### config.mk
export PLATFORM = sky130hd
export DESIGN_NAME = interleaver_ctrl_flat
export DESIGN_NICKNAME = d
export VERILOG_FILES = /design/src/rtl/interleaver_pkg.sv /design/src/rtl/interleaver_ctrl_if.sv /design/src/rtl/ncbps_lut.sv /design/src/rtl/interleaver_ctrl.sv /design/src/flat_wrapper.sv
export SDC_FILE = /design/constraint.sdc
export NUM_CORES = 1
export LEC_CHECK = 0
export CAP_MARGIN = 0
export CELL_PAD_IN_SITES_DETAIL_PLACEMENT = 1
export CELL_PAD_IN_SITES_GLOBAL_PLACEMENT = 1
export CORE_AREA = 4 4 123 148
export CTS_BUF_LIST = sky130_fd_sc_hd__clkbuf_16
export DETAILED_ROUTE_END_ITERATION = 12
export DIE_AREA = 0 0 127 152
export PLACE_DENSITY_LB_ADDON = 0.1
export SYNTH_ARGS = -nofsm -noshare
export SYNTH_HDL_FRONTEND = slang
export SYNTH_SLANG_ARGS = --single-unit
### constraint.sdc
create_clock -name Clk -period 7.2 [get_ports Clk]
set_input_delay 1.44 -clock Clk [delete_from_list [all_inputs] [get_ports Clk]]
set_output_delay 1.44 -clock Clk [all_outputs]
set_load 0.005 [all_outputs]
### src/rtl/interleaver_pkg.sv
// Shared definitions for the 802.11a interleaver datapath: RATE codes,
// coded-bits-per-symbol values, sequencer state encoding and SIGNAL length.
package interleaver_pkg;

    typedef logic [3:0] rate_t;

    localparam rate_t RATE_6  = 4'b1101;
    localparam rate_t RATE_9  = 4'b1111;
    localparam rate_t RATE_12 = 4'b0101;
    localparam rate_t RATE_18 = 4'b0111;
    localparam rate_t RATE_24 = 4'b1001;
    localparam rate_t RATE_36 = 4'b1011;
    localparam rate_t RATE_48 = 4'b0001;
    localparam rate_t RATE_54 = 4'b0011;

    localparam logic [8:0] NCBPS_BPSK  = 9'd48;
    localparam logic [8:0] NCBPS_QPSK  = 9'd96;
    localparam logic [8:0] NCBPS_16QAM = 9'd192;
    localparam logic [8:0] NCBPS_64QAM = 9'd288;

    // The SIGNAL symbol is always one BPSK rate-1/2 symbol.
    localparam logic [8:0] SIG_LEN = 9'd48;

    typedef enum logic [2:0] {
        IDLE,
        SIG,
        DATA,
        DRAIN,
        DONE
    } state_t;

endpackage

### src/rtl/interleaver_ctrl_if.sv
// Bit-stream handshake between encoder, sequencer and interleaver.
// master = the sequencer, slave = the encoder/interleaver side.
interface interleaver_ctrl_if #(
    parameter int NSYM_W = 12
) ();
    import interleaver_pkg::*;

    logic            In_Valid;
    logic            In_Ready;
    logic            Sym_First;
    logic [NSYM_W:0] Sym_Cnt;
    logic            Il_Valid;
    logic            Il_Start;
    rate_t           Il_Rate;

    modport master (
        input  In_Valid,
        input  Il_Valid,
        output In_Ready,
        output Sym_First,
        output Sym_Cnt,
        output Il_Start,
        output Il_Rate
    );

    modport slave (
        output In_Valid,
        output Il_Valid,
        input  In_Ready,
        input  Sym_First,
        input  Sym_Cnt,
        input  Il_Start,
        input  Il_Rate
    );

endinterface

### src/rtl/ncbps_lut.sv
// RATE code to coded-bits-per-OFDM-symbol lookup. Codes with bit0 = 0 are
// not legal 802.11a rates and report valid = 0 with ncbps = 0.
module ncbps_lut
    import interleaver_pkg::*;
(
    input  rate_t      rate,
    output logic [8:0] ncbps,
    output logic       valid
);

    // Pure table decode; the modulation order is set by the RATE code.
    always_comb begin
        ncbps = '0;
        valid = 1'b0;
        case (rate)
            RATE_6,  RATE_9:  begin ncbps = NCBPS_BPSK;  valid = 1'b1; end
            RATE_12, RATE_18: begin ncbps = NCBPS_QPSK;  valid = 1'b1; end
            RATE_24, RATE_36: begin ncbps = NCBPS_16QAM; valid = 1'b1; end
            RATE_48, RATE_54: begin ncbps = NCBPS_64QAM; valid = 1'b1; end
            default:          begin ncbps = '0;          valid = 1'b0; end
        endcase
    end

endmodule

### src/rtl/interleaver_ctrl.sv
// Frame sequencer for the 802.11a interleaver: runs the SIGNAL symbol at
// 6 Mbps, then Num_Symbols DATA symbols at the frame rate, then waits for
// every interleaved bit to come back out (or gives up after DRAIN_MAX idle
// cycles) before pulsing Done.
module interleaver_ctrl
    import interleaver_pkg::*;
#(
    parameter int NSYM_W    = 12,
    parameter int CNT_W     = 21,
    parameter int DRAIN_MAX = 1024
) (
    input  logic              Clk,
    input  logic              Reset,
    input  logic              Frame_Start,
    input  rate_t             Data_Rate,
    input  logic [NSYM_W-1:0] Num_Symbols,
    interleaver_ctrl_if.master bus,
    output logic              Busy,
    output logic              Done,
    output logic              Timeout,
    output logic              Rate_Err
);

    localparam int IDLE_W = $clog2(DRAIN_MAX);

    state_t            state;
    rate_t             rate_lat;
    rate_t             il_rate;
    logic [NSYM_W-1:0] nsym_lat;
    logic [8:0]        ncbps_lat;
    logic [CNT_W-1:0]  total;
    logic [CNT_W-1:0]  out_cnt;
    logic [CNT_W-1:0]  out_nxt;
    logic [8:0]        bit_cnt;
    logic [8:0]        sym_len;
    logic [NSYM_W:0]   sym_cnt;
    logic [IDLE_W-1:0] idle_cnt;
    logic              in_ready;
    logic              il_start;
    logic              xfer;
    logic              sym_end;
    logic [8:0]        lut_ncbps;
    logic              lut_valid;

    // Decode the requested rate directly so it can be checked and the
    // expected output total computed in the same cycle as Frame_Start.
    ncbps_lut u_lut (
        .rate  (Data_Rate),
        .ncbps (lut_ncbps),
        .valid (lut_valid)
    );

    assign xfer    = bus.In_Valid & in_ready;
    assign sym_len = (state == SIG) ? SIG_LEN : ncbps_lat;
    assign sym_end = xfer && (bit_cnt == sym_len - 9'd1);
    assign out_nxt = out_cnt + CNT_W'(bus.Il_Valid);

    assign bus.In_Ready  = in_ready;
    assign bus.Il_Start  = il_start;
    assign bus.Il_Rate   = il_rate;
    assign bus.Sym_Cnt   = sym_cnt;
    assign bus.Sym_First = in_ready & (bit_cnt == 9'd0);

    // Single sequencer: state, counters and every registered output.
    always_ff @(posedge Clk) begin
        if (Reset) begin
            state     <= IDLE;
            rate_lat  <= RATE_6;
            il_rate   <= RATE_6;
            nsym_lat  <= '0;
            ncbps_lat <= '0;
            total     <= '0;
            out_cnt   <= '0;
            bit_cnt   <= '0;
            sym_cnt   <= '0;
            idle_cnt  <= '0;
            in_ready  <= 1'b0;
            il_start  <= 1'b0;
            Busy      <= 1'b0;
            Done      <= 1'b0;
            Timeout   <= 1'b0;
            Rate_Err  <= 1'b0;
        end else begin
            Done     <= 1'b0;
            Timeout  <= 1'b0;
            Rate_Err <= 1'b0;

            if (state != IDLE) begin
                out_cnt <= out_nxt;
            end

            case (state)
                IDLE: begin
                    if (Frame_Start) begin
                        if (lut_valid) begin
                            state     <= SIG;
                            rate_lat  <= Data_Rate;
                            nsym_lat  <= Num_Symbols;
                            ncbps_lat <= lut_ncbps;
                            total     <= CNT_W'(SIG_LEN)
                                       + CNT_W'(Num_Symbols) * CNT_W'(lut_ncbps);
                            out_cnt   <= '0;
                            bit_cnt   <= '0;
                            sym_cnt   <= '0;
                            idle_cnt  <= '0;
                            il_rate   <= RATE_6;
                            in_ready  <= 1'b1;
                            il_start  <= 1'b1;
                            Busy      <= 1'b1;
                        end else begin
                            Rate_Err <= 1'b1;
                        end
                    end
                end

                SIG, DATA: begin
                    if (xfer) begin
                        if (sym_end) begin
                            bit_cnt <= '0;
                            sym_cnt <= sym_cnt + 1'b1;
                            if (state == SIG) begin
                                il_rate <= rate_lat;
                                if (nsym_lat != '0) begin
                                    state <= DATA;
                                end else begin
                                    state    <= DRAIN;
                                    in_ready <= 1'b0;
                                end
                            end else if (sym_cnt == {1'b0, nsym_lat}) begin
                                state    <= DRAIN;
                                in_ready <= 1'b0;
                            end
                        end else begin
                            bit_cnt <= bit_cnt + 9'd1;
                        end
                    end
                end

                DRAIN: begin
                    if (out_nxt == total) begin
                        state    <= DONE;
                        Done     <= 1'b1;
                        il_start <= 1'b0;
                    end else if (bus.Il_Valid) begin
                        idle_cnt <= '0;
                    end else if (idle_cnt == IDLE_W'(DRAIN_MAX - 1)) begin
                        state    <= DONE;
                        Done     <= 1'b1;
                        Timeout  <= 1'b1;
                        il_start <= 1'b0;
                    end else begin
                        idle_cnt <= idle_cnt + 1'b1;
                    end
                end

                DONE: begin
                    state    <= IDLE;
                    Busy     <= 1'b0;
                    il_rate  <= RATE_6;
                    idle_cnt <= '0;
                end

                default: begin
                    state <= IDLE;
                end
            endcase
        end
    end

endmodule

### src/flat_wrapper.sv
// flat-port wrapper written by rule: the top's interface ports become plain ports
module interleaver_ctrl_flat import interleaver_pkg::*;
#(
    parameter int NSYM_W    = 12,
    parameter int CNT_W     = 21,
    parameter int DRAIN_MAX = 1024
)
  (Clk, Reset, Frame_Start, Data_Rate, Num_Symbols, Busy, Done, Timeout, Rate_Err, bus_In_Valid, bus_Il_Valid, bus_In_Ready, bus_Sym_First, bus_Sym_Cnt, bus_Il_Start, bus_Il_Rate);
  interleaver_ctrl_if #(.NSYM_W(NSYM_W)) bus_i ();
  input  logic Clk;
  input  logic Reset;
  input  logic Frame_Start;
  input  rate_t Data_Rate;
  input  logic [NSYM_W-1:0] Num_Symbols;
  output logic Busy;
  output logic Done;
  output logic Timeout;
  output logic Rate_Err;
  input wire logic [$bits(bus_i.In_Valid)-1:0] bus_In_Valid;
  input wire logic [$bits(bus_i.Il_Valid)-1:0] bus_Il_Valid;
  output wire logic [$bits(bus_i.In_Ready)-1:0] bus_In_Ready;
  output wire logic [$bits(bus_i.Sym_First)-1:0] bus_Sym_First;
  output wire logic [$bits(bus_i.Sym_Cnt)-1:0] bus_Sym_Cnt;
  output wire logic [$bits(bus_i.Il_Start)-1:0] bus_Il_Start;
  output wire logic [$bits(bus_i.Il_Rate)-1:0] bus_Il_Rate;
  assign bus_i.In_Valid = bus_In_Valid;
  assign bus_i.Il_Valid = bus_Il_Valid;
  assign bus_In_Ready = bus_i.In_Ready;
  assign bus_Sym_First = bus_i.Sym_First;
  assign bus_Sym_Cnt = bus_i.Sym_Cnt;
  assign bus_Il_Start = bus_i.Il_Start;
  assign bus_Il_Rate = bus_i.Il_Rate;
  interleaver_ctrl #(.NSYM_W(NSYM_W), .CNT_W(CNT_W), .DRAIN_MAX(DRAIN_MAX)) u_core (.Clk(Clk), .Reset(Reset), .Frame_Start(Frame_Start), .Data_Rate(Data_Rate), .Num_Symbols(Num_Symbols), .bus(bus_i), .Busy(Busy), .Done(Done), .Timeout(Timeout), .Rate_Err(Rate_Err));
endmodule
==> out/results.ini, run 1 <==
[sta]
min_period_over_period_pct=94.1
max_freq_ghz=0.148
setup_violations=0
worst_pin_slew_ns=1.26
rsz0062_at_grt=no
hold_violations=0
drv_slew=0
fin_crit_ns=6.77
tns_ns=0
max-slew-margin-rel_pct=15.6
clock_skew_ns=0.0103

[clock_tree]
cts_setup_buffers=0
cts_root_buf=clkbuf_16
cts_hold_buf=0
clk_latency_ns=0.36
clk_pin_slew_worst_paths_ns=0.08
cts_max_level=3
cts_tree=done
clock-sinks=104
cts_made_buffers=9
clock_path_buffers=2
cts_resized=0

[yosys]
syn_area_per_cell_um2=8.81
synthTopCellsByArea=dfxtp_1, ha_1, fa_1
synth_seq_cells=104
ys_seq_area_share_pct=26.9
synth_area_um2=7750
ys_types=79
synth_top_flop_cell=dfxtp_1
yosysMostFrequentCell=dfxtp_1
synthTopCellsByCount=dfxtp_1, inv_1, nor2_1
postSynthNetCount=998
yosysTopAreaCellShare_pct=26.9
syn_inst=879
yosys.area.top_type=dfxtp_1
synth-edff-count=0
synthArstFlopShare_pct=0
ys_warn_count=0

[global_route]
grt_pass1_vias=6945
grt_overflow=0
grt_pass1_wl_mm=34.1
grt_max_degree=34
gr-usage-all-layers_pct=21.5
antenna_found_initial=0

[critical_path]
cp-endpoint=u_core.total[20]$_SDFFE_PP0P_
worstSetupEndpointType=flip-flop
crit_type=input pin to flip-flop
r2r-end=u_core.state[1]$_SDFFE_PP0P_
critPathLaunchType=input pin
r2r-start=u_core.out_cnt[0]$_SDFF_PP0_
cp_data_required_time_ns=7.42
critPathMaxFanout=6
rr_worst_depth=10
cp-startpoint=Data_Rate[3]
rrSetupSlack_ns=3.62
critPathArrivalTime_ns=6.99

[place]
dp_cells=1109
dpl.hpwl_mm=15.6
numPortBuffers=44
gp_congestion=0.830

[cells_and_area]
antenna_cells=0
drive_gt1_share_pct=7.37
area_growth_syn_to_layout_pct=11.0
nFillCells=2002
final_net_count=1023
stdcell_count=1125

[die]
die_y_um=152
initial_core_util_pct=46.2
core_um2=16800
io_pins=45
rows=52
die_area_um2=19300
die_w_um=127

[power]
p_per_area_nw_per_um2=204
ir_worst_vdd_mv=0.118
p_total_w=0.00176
leakagePower_nw=3.65

[detailed_routing]
avgRoutedWirePerCell_um=18.1
via_per_inst=5.71
drt_first_pass_iters=4
detail-route-antenna-nets=0
route.vias.total=6419
routed_wirelength_mm=20.4
drt-initial-drc-count=251
post-route-drc-count=0

[hold_path]
hp-class=flip-flop to flip-flop

[run_status]
status=complete, no violations

[run]
max_cap_viol_count=0

-- area by class of cell --
class                      count  area (um^2)  share of cell area (%)
sequential                   104         2080                    24.2
multi-input combinational    658         5100                    59.3
tap                          216          270                    3.14
inverter                      75          282                    3.27
clock buffer                   9          225                    2.62
clock inverter                 7          113                    1.31
timing repair buffer          56          531                    6.17
-- sequential cells by signal, indices dropped and copies added, names as in the netlist --
signal	cells
u_core.Busy	1
u_core.Rate_Err	1
u_core.bus.Il_Start	1
u_core.total	17
u_core.nsym_lat	12
u_core.bus.Sym_Cnt	13
u_core.bit_cnt	9
u_core.Done	1
u_core.bus.Il_Rate	4
u_core.idle_cnt	10
u_core.rate_lat	4
u_core.ncbps_lat	5
u_core.Timeout	1
u_core.bus.In_Ready	1
u_core.state	3
u_core.out_cnt	21
-- per-layer routing --
metal  share of wire (%)  vias to the layer above  track usage [%]
li1                    -                     3102                -
met1                  45                     3183             26.5
met2                  50                      100             38.2
met3                 2.6                       34             2.74
met4                 2.4                        0             7.61
met5                   0                        -                0
-- worst max-delay path, stage by stage --
cell and delay, ns:
clkdlybuf4s50_1 0.59, xor2_1 0.37, and2_1 0.20, nand2_1 0.07
fa_1 0.48, fa_1 0.52, fa_1 0.55, inv_1 0.04
ha_1 0.28, ha_1 0.30, ha_1 0.21, inv_1 0.07
fa_1 0.20, nor2b_1 0.05, o21ai_0 0.21, a21boi_0 0.20
o41a_1 0.37, a41o_1 0.27, o41ai_1 0.31, xnor2_1 0.16
o21ai_0 0.08
-- kinds of logic (layout without fill, tap and decap cells) --
| family | count (synthesis) | in the layout | share of synthesized area [%] |
|---|---|---|---|
| compound gates | 151 | 151 | 14.0 |
| xor+xnor | 79 | 79 | 8.93 |
| flops | 104 | 104 | 26.9 |
| fa+ha+maj | 98 | 98 | 18.9 |
| simple gates | 330 | 330 | 23.8 |
| buf+inv | 117 | 147 | 7.44 |
-- through the flow --
step | worst slack [ns] | area, um^2 | hold slack [ns] | util (%)
finish | 0.428 | 8600 | 0.458 | 51.2
global placement | 0.290 | 8260 | 0.436 | 49.2
floorplan | 0.858 | 7750 | 0.417 | -
CTS | 0.426 | 8600 | 0.460 | 51.2
detailed placement | 0.108 | 8260 | 0.441 | 49.2
global route | 0.0425 | 8600 | 0.486 | 51.2
-- report_power, final --
part           switching, W  internal [W]  leakage (nW)  total [W]
clock              0.000247      0.000312         0.161   0.000560
combinational      0.000328      0.000209          2.64   0.000536
sequential        0.0000500      0.000612         0.842   0.000662
-- worst min path at each step --
stage,start,endpoint,slack (ns),depth (start not counted)
3_3_place_gp,u_core.rate_lat[0]$_SDFFE_PP1P_,u_core.rate_lat[0]$_SDFFE_PP1P_,0.44,1
5_1_grt,u_core.rate_lat[0]$_SDFFE_PP1P_,u_core.rate_lat[0]$_SDFFE_PP1P_,0.49,1
4_1_cts,u_core.rate_lat[0]$_SDFFE_PP1P_,u_core.rate_lat[0]$_SDFFE_PP1P_,0.46,1
6_report,u_core.rate_lat[0]$_SDFFE_PP1P_,u_core.rate_lat[0]$_SDFFE_PP1P_,0.46,1
3_5_place_dp,u_core.rate_lat[0]$_SDFFE_PP1P_,u_core.rate_lat[0]$_SDFFE_PP1P_,0.44,1
2_1_floorplan,u_core.rate_lat[0]$_SDFFE_PP1P_,u_core.rate_lat[0]$_SDFFE_PP1P_,0.42,1
-- placed cells by master (no fill, tap or decap), types with 32 or more instances in the layout --
master	synthesis	routed
dfxtp_1	104	104
nor2_1	68	67
clkdlybuf4s50_1	0	44
nand2_1	60	60
and2_1	39	39
xor2_1	40	40
inv_1	75	75
ha_1	66	66
fa_1	32	32
xnor2_1	39	39
No activity file was read; power rests on OpenSTA's default activity.
==> run 2: changes to the inputs <==
--- a/config.mk
+++ b/config.mk
@@ -8,11 +8,12 @@
 export CAP_MARGIN = 0
 export CELL_PAD_IN_SITES_DETAIL_PLACEMENT = 1
 export CELL_PAD_IN_SITES_GLOBAL_PLACEMENT = 1
-export CORE_AREA = 4 4 123 148
+export CORE_AREA = 4 4 134 162
 export CTS_BUF_LIST = sky130_fd_sc_hd__clkbuf_16
 export DETAILED_ROUTE_END_ITERATION = 12
-export DIE_AREA = 0 0 127 152
+export DIE_AREA = 0 0 138 166
 export PLACE_DENSITY_LB_ADDON = 0.1
 export SYNTH_ARGS = -nofsm -noshare
 export SYNTH_HDL_FRONTEND = slang
+export SYNTH_HIERARCHICAL = 1
 export SYNTH_SLANG_ARGS = --single-unit
==> out/results.ini, run 2 <==
[sta]
fin_crit_ns=6.85  ; +0.0767 ns
max-slew-margin-rel_pct=42.3  ; +27 points
timing.hold.ws_ns=0.462  ; +0.00395 ns
clock_skew_ns=0.0129  ; +0.00260 ns
worst_pin_slew_ns=0.864  ; -0.395 ns
min_period_over_period_pct=95.1  ; +1.1 points
hold_violations=0  ; unchanged
max_freq_ghz=0.146  ; -1.1%
setup_violations=0  ; unchanged
drv_slew=0  ; unchanged
rsz0062_at_grt=no
tns_ns=0  ; unchanged

[yosys]
synth_top_flop_cell=dfxtp_1
syn_area_per_cell_um2=8.29  ; -5.9%
ys_warn_count=6  ; +6
synth_area_um2=9310  ; +20%
ys_seq_area_share_pct=24.1  ; -2.8 points
yosysTopAreaCellShare_pct=24.1  ; -2.8 points
synth-edff-count=0  ; unchanged
synthTopCellsByCount=nand2_1, dfxtp_1, a21oi_1
synthArstFlopShare_pct=0  ; unchanged
yosys.area.top_type=dfxtp_1
synthTopCellsByArea=dfxtp_1, fa_1, ha_1
yosysMostFrequentCell=nand2_1
ys_types=79  ; unchanged
syn_inst=1122  ; +28%
synth_seq_cells=112  ; +7.7%

[cells_and_area]
final_common_cell=nand2_1
mostFrequentLayoutCells=nand2_1, dfxtp_1, a21oi_1, inv_1, nor2_1
nFillCells=2463  ; +23%
drive_gt1_share_pct=5.52  ; -1.9 points
multi_input_area_um2=6500  ; +28%
final_net_count=1292  ; +26%
area_growth_syn_to_layout_pct=10.4
antenna_cells=0  ; unchanged
final_util_pct=51.1  ; -0.13 points
regArea_um2=2240  ; +7.7%
design_area_um2=10300  ; +20%

[place]
gp_congestion=0.846  ; +2.0%
numPortBuffers=44  ; unchanged
dpl.hpwl_mm=19.3  ; +24%
dpl-instance-area_um2=9990  ; +21%

[clock_tree]
cts_setup_buffers=0  ; unchanged
cts_resized=0  ; unchanged
clock-sinks=112  ; +7.7%
cts_tree=done
cts_made_buffers=9  ; unchanged
cts_max_level=3  ; unchanged
cts_root_buf=clkbuf_16
clk_latency_ns=0.36  ; about the same
clock_path_buffers=2  ; unchanged
cts_hold_buf=0  ; unchanged
clk_pin_slew_worst_paths_ns=0.08  ; about the same

[run_status]
status=complete, no violations

[detailed_routing]
drt-initial-drc-count=315  ; +25%
detail-route-antenna-nets=0  ; unchanged
via_per_inst=5.57  ; -2.3%
route.vias.total=7844  ; +22%
post-route-drc-count=0  ; unchanged
avgRoutedWirePerCell_um=17.6  ; -3.0%
routed_wirelength_mm=24.7  ; +21%
drt_first_pass_iters=5  ; +1

[global_route]
grt_pass1_wl_mm=42.1  ; +23%
grt_overflow=0  ; unchanged
grt_pass1_vias=8447  ; +22%
antenna_found_initial=0  ; unchanged
gr-usage-all-layers_pct=21.9  ; +0.44 points
grt_max_degree=67  ; +97%

[critical_path]
cp_cell_sequence=clkdlybuf4s50_1 -> and3_1 -> and2_1 -> fa_1 -> fa_1 -> fa_1 -> fa_1 -> ha_1 -> ha_1 -> a211oi_1 -> o211ai_1 -> a41o_1 -> or4_1 -> nand4_1 -> a21oi_1 -> nand3b_1 -> a21oi_1
crit_top_cell=fa_1
cp_data_required_time_ns=7.49  ; +0.07 ns
critPathArrivalTime_ns=7.14  ; +0.15 ns
worstSetupEndpointType=flip-flop
cp-startpoint=Data_Rate[0]
rrSetupSlack_ns=3.35  ; -0.27 ns
cp_slowest_cell=clkdlybuf4s50_1
slowest_delay_ns=0.58  ; about the same
r2r-start=u_core/state[0]$_SDFFE_PP0P_
crit_type=input pin to flip-flop
critPathMaxFanout=10  ; +4
critPathLaunchType=input pin

[hold_path]
hp-class=flip-flop to flip-flop
min-delay-start=u_core/rate_lat[1]$_SDFFE_PP0P_

[die]
rows=57  ; +9.6%
initial_core_util_pct=46.3  ; +0.11 points
die_y_um=166  ; +9.2%
io_pins=45  ; unchanged
core_um2=20100  ; +20%
die_area_um2=22900  ; +19%
die_w_um=138  ; +8.7%

[power]
ir_worst_vdd_mv=0.129  ; +9.6%
p_per_area_nw_per_um2=249  ; +22%
p_total_w=0.00256  ; +46%
leakagePower_nw=4.42  ; +21%

[run]
max_cap_viol_count=0  ; unchanged

run 2: cell types whose count changed after synthesis, sizes merged, moves of 17 or more:
cell | previous run | this run
nand2 | 60 | 170
a21oi | 29 | 82
fa | 32 | 73
and2 | 40 | 71
nand3 | 20 | 39
a22o | 18 | 0
and3 | 31 | 14
run 2: cell families after synthesis:
| family | synth area share [%] |
|---|---|
| flops | 24.1 |
| simple gates | 25.3 |
| xor+xnor | 8.54 |
| mux | 0.215 |
| buf+inv | 6.31 |
| compound gates | 11.8 |
| other cells | 0.0403 |
| fa+ha+maj | 23.8 |
run 2: metal layers:
layer,part of all wire (%),global-route usage (%)
met3,1.8,2.28
met1,44,27.0
met4,2.0,6.19
met2,53,40.6
met5,0,0
run 2: final cells by class:
type / instances / share of cell area [%]
Multi-Input combinational cell: 870 / 63.3
Sequential cell: 112 / 21.8
Timing Repair Buffer: 69 / 6.19
Tap cell: 265 / 3.23
Inverter: 76 / 2.78
Clock buffer: 9 / 2.19
Clock inverter: 6 / 0.536
run 2: final timing paths:
| check | endpoint | cells after the start |
|---|---|---|
| min | u_core/rate_lat[1]$_SDFFE_PP0P_ | 2 |
| max reg2reg | u_core/bus.Sym_Cnt[8]$_SDFFE_PP0P_ | 12 |
| max | u_core/total[20]$_SDFFE_PP0P_ | 17 |
| min reg2reg | u_core/rate_lat[1]$_SDFFE_PP0P_ | 2 |
run 2: per-stage QoR:
stage	setup slack (ns)	instances
global route	0.00911	1407
CTS	0.231	1407
detailed placement	-0.121	1392
global placement	0.0562	1392
floorplan	0.854	1125
finish	0.352	1407
run 2: critical path: cells and delay by family:
family	cells	cell delay, ns
compound gates	5	1.05
fa+ha+maj	6	2.60
buf+inv	1	0.58
simple gates	5	1.46
run 2: power by group:
| part | switching [W] | leakage (nW) | internal (W) |
|---|---|---|---|
| Sequential | 0.0000745 | 0.908 | 0.000677 |
| Combinational | 0.000756 | 3.38 | 0.000562 |
| Clock | 0.000252 | 0.140 | 0.000240 |
==> run 3: changes to the inputs <==
--- a/config.mk
+++ b/config.mk
@@ -10,9 +10,11 @@
 export CELL_PAD_IN_SITES_GLOBAL_PLACEMENT = 1
 export CORE_AREA = 4 4 134 162
 export CTS_BUF_LIST = sky130_fd_sc_hd__clkbuf_16
+export CTS_CLUSTER_DIAMETER = 80
 export DETAILED_ROUTE_END_ITERATION = 12
 export DIE_AREA = 0 0 138 166
 export PLACE_DENSITY_LB_ADDON = 0.1
+export SLEW_MARGIN = 20
 export SYNTH_ARGS = -nofsm -noshare
 export SYNTH_HDL_FRONTEND = slang
 export SYNTH_HIERARCHICAL = 1
==> results of run 3 <==
Final layout, timing and power as in run 2 (identical DEF).
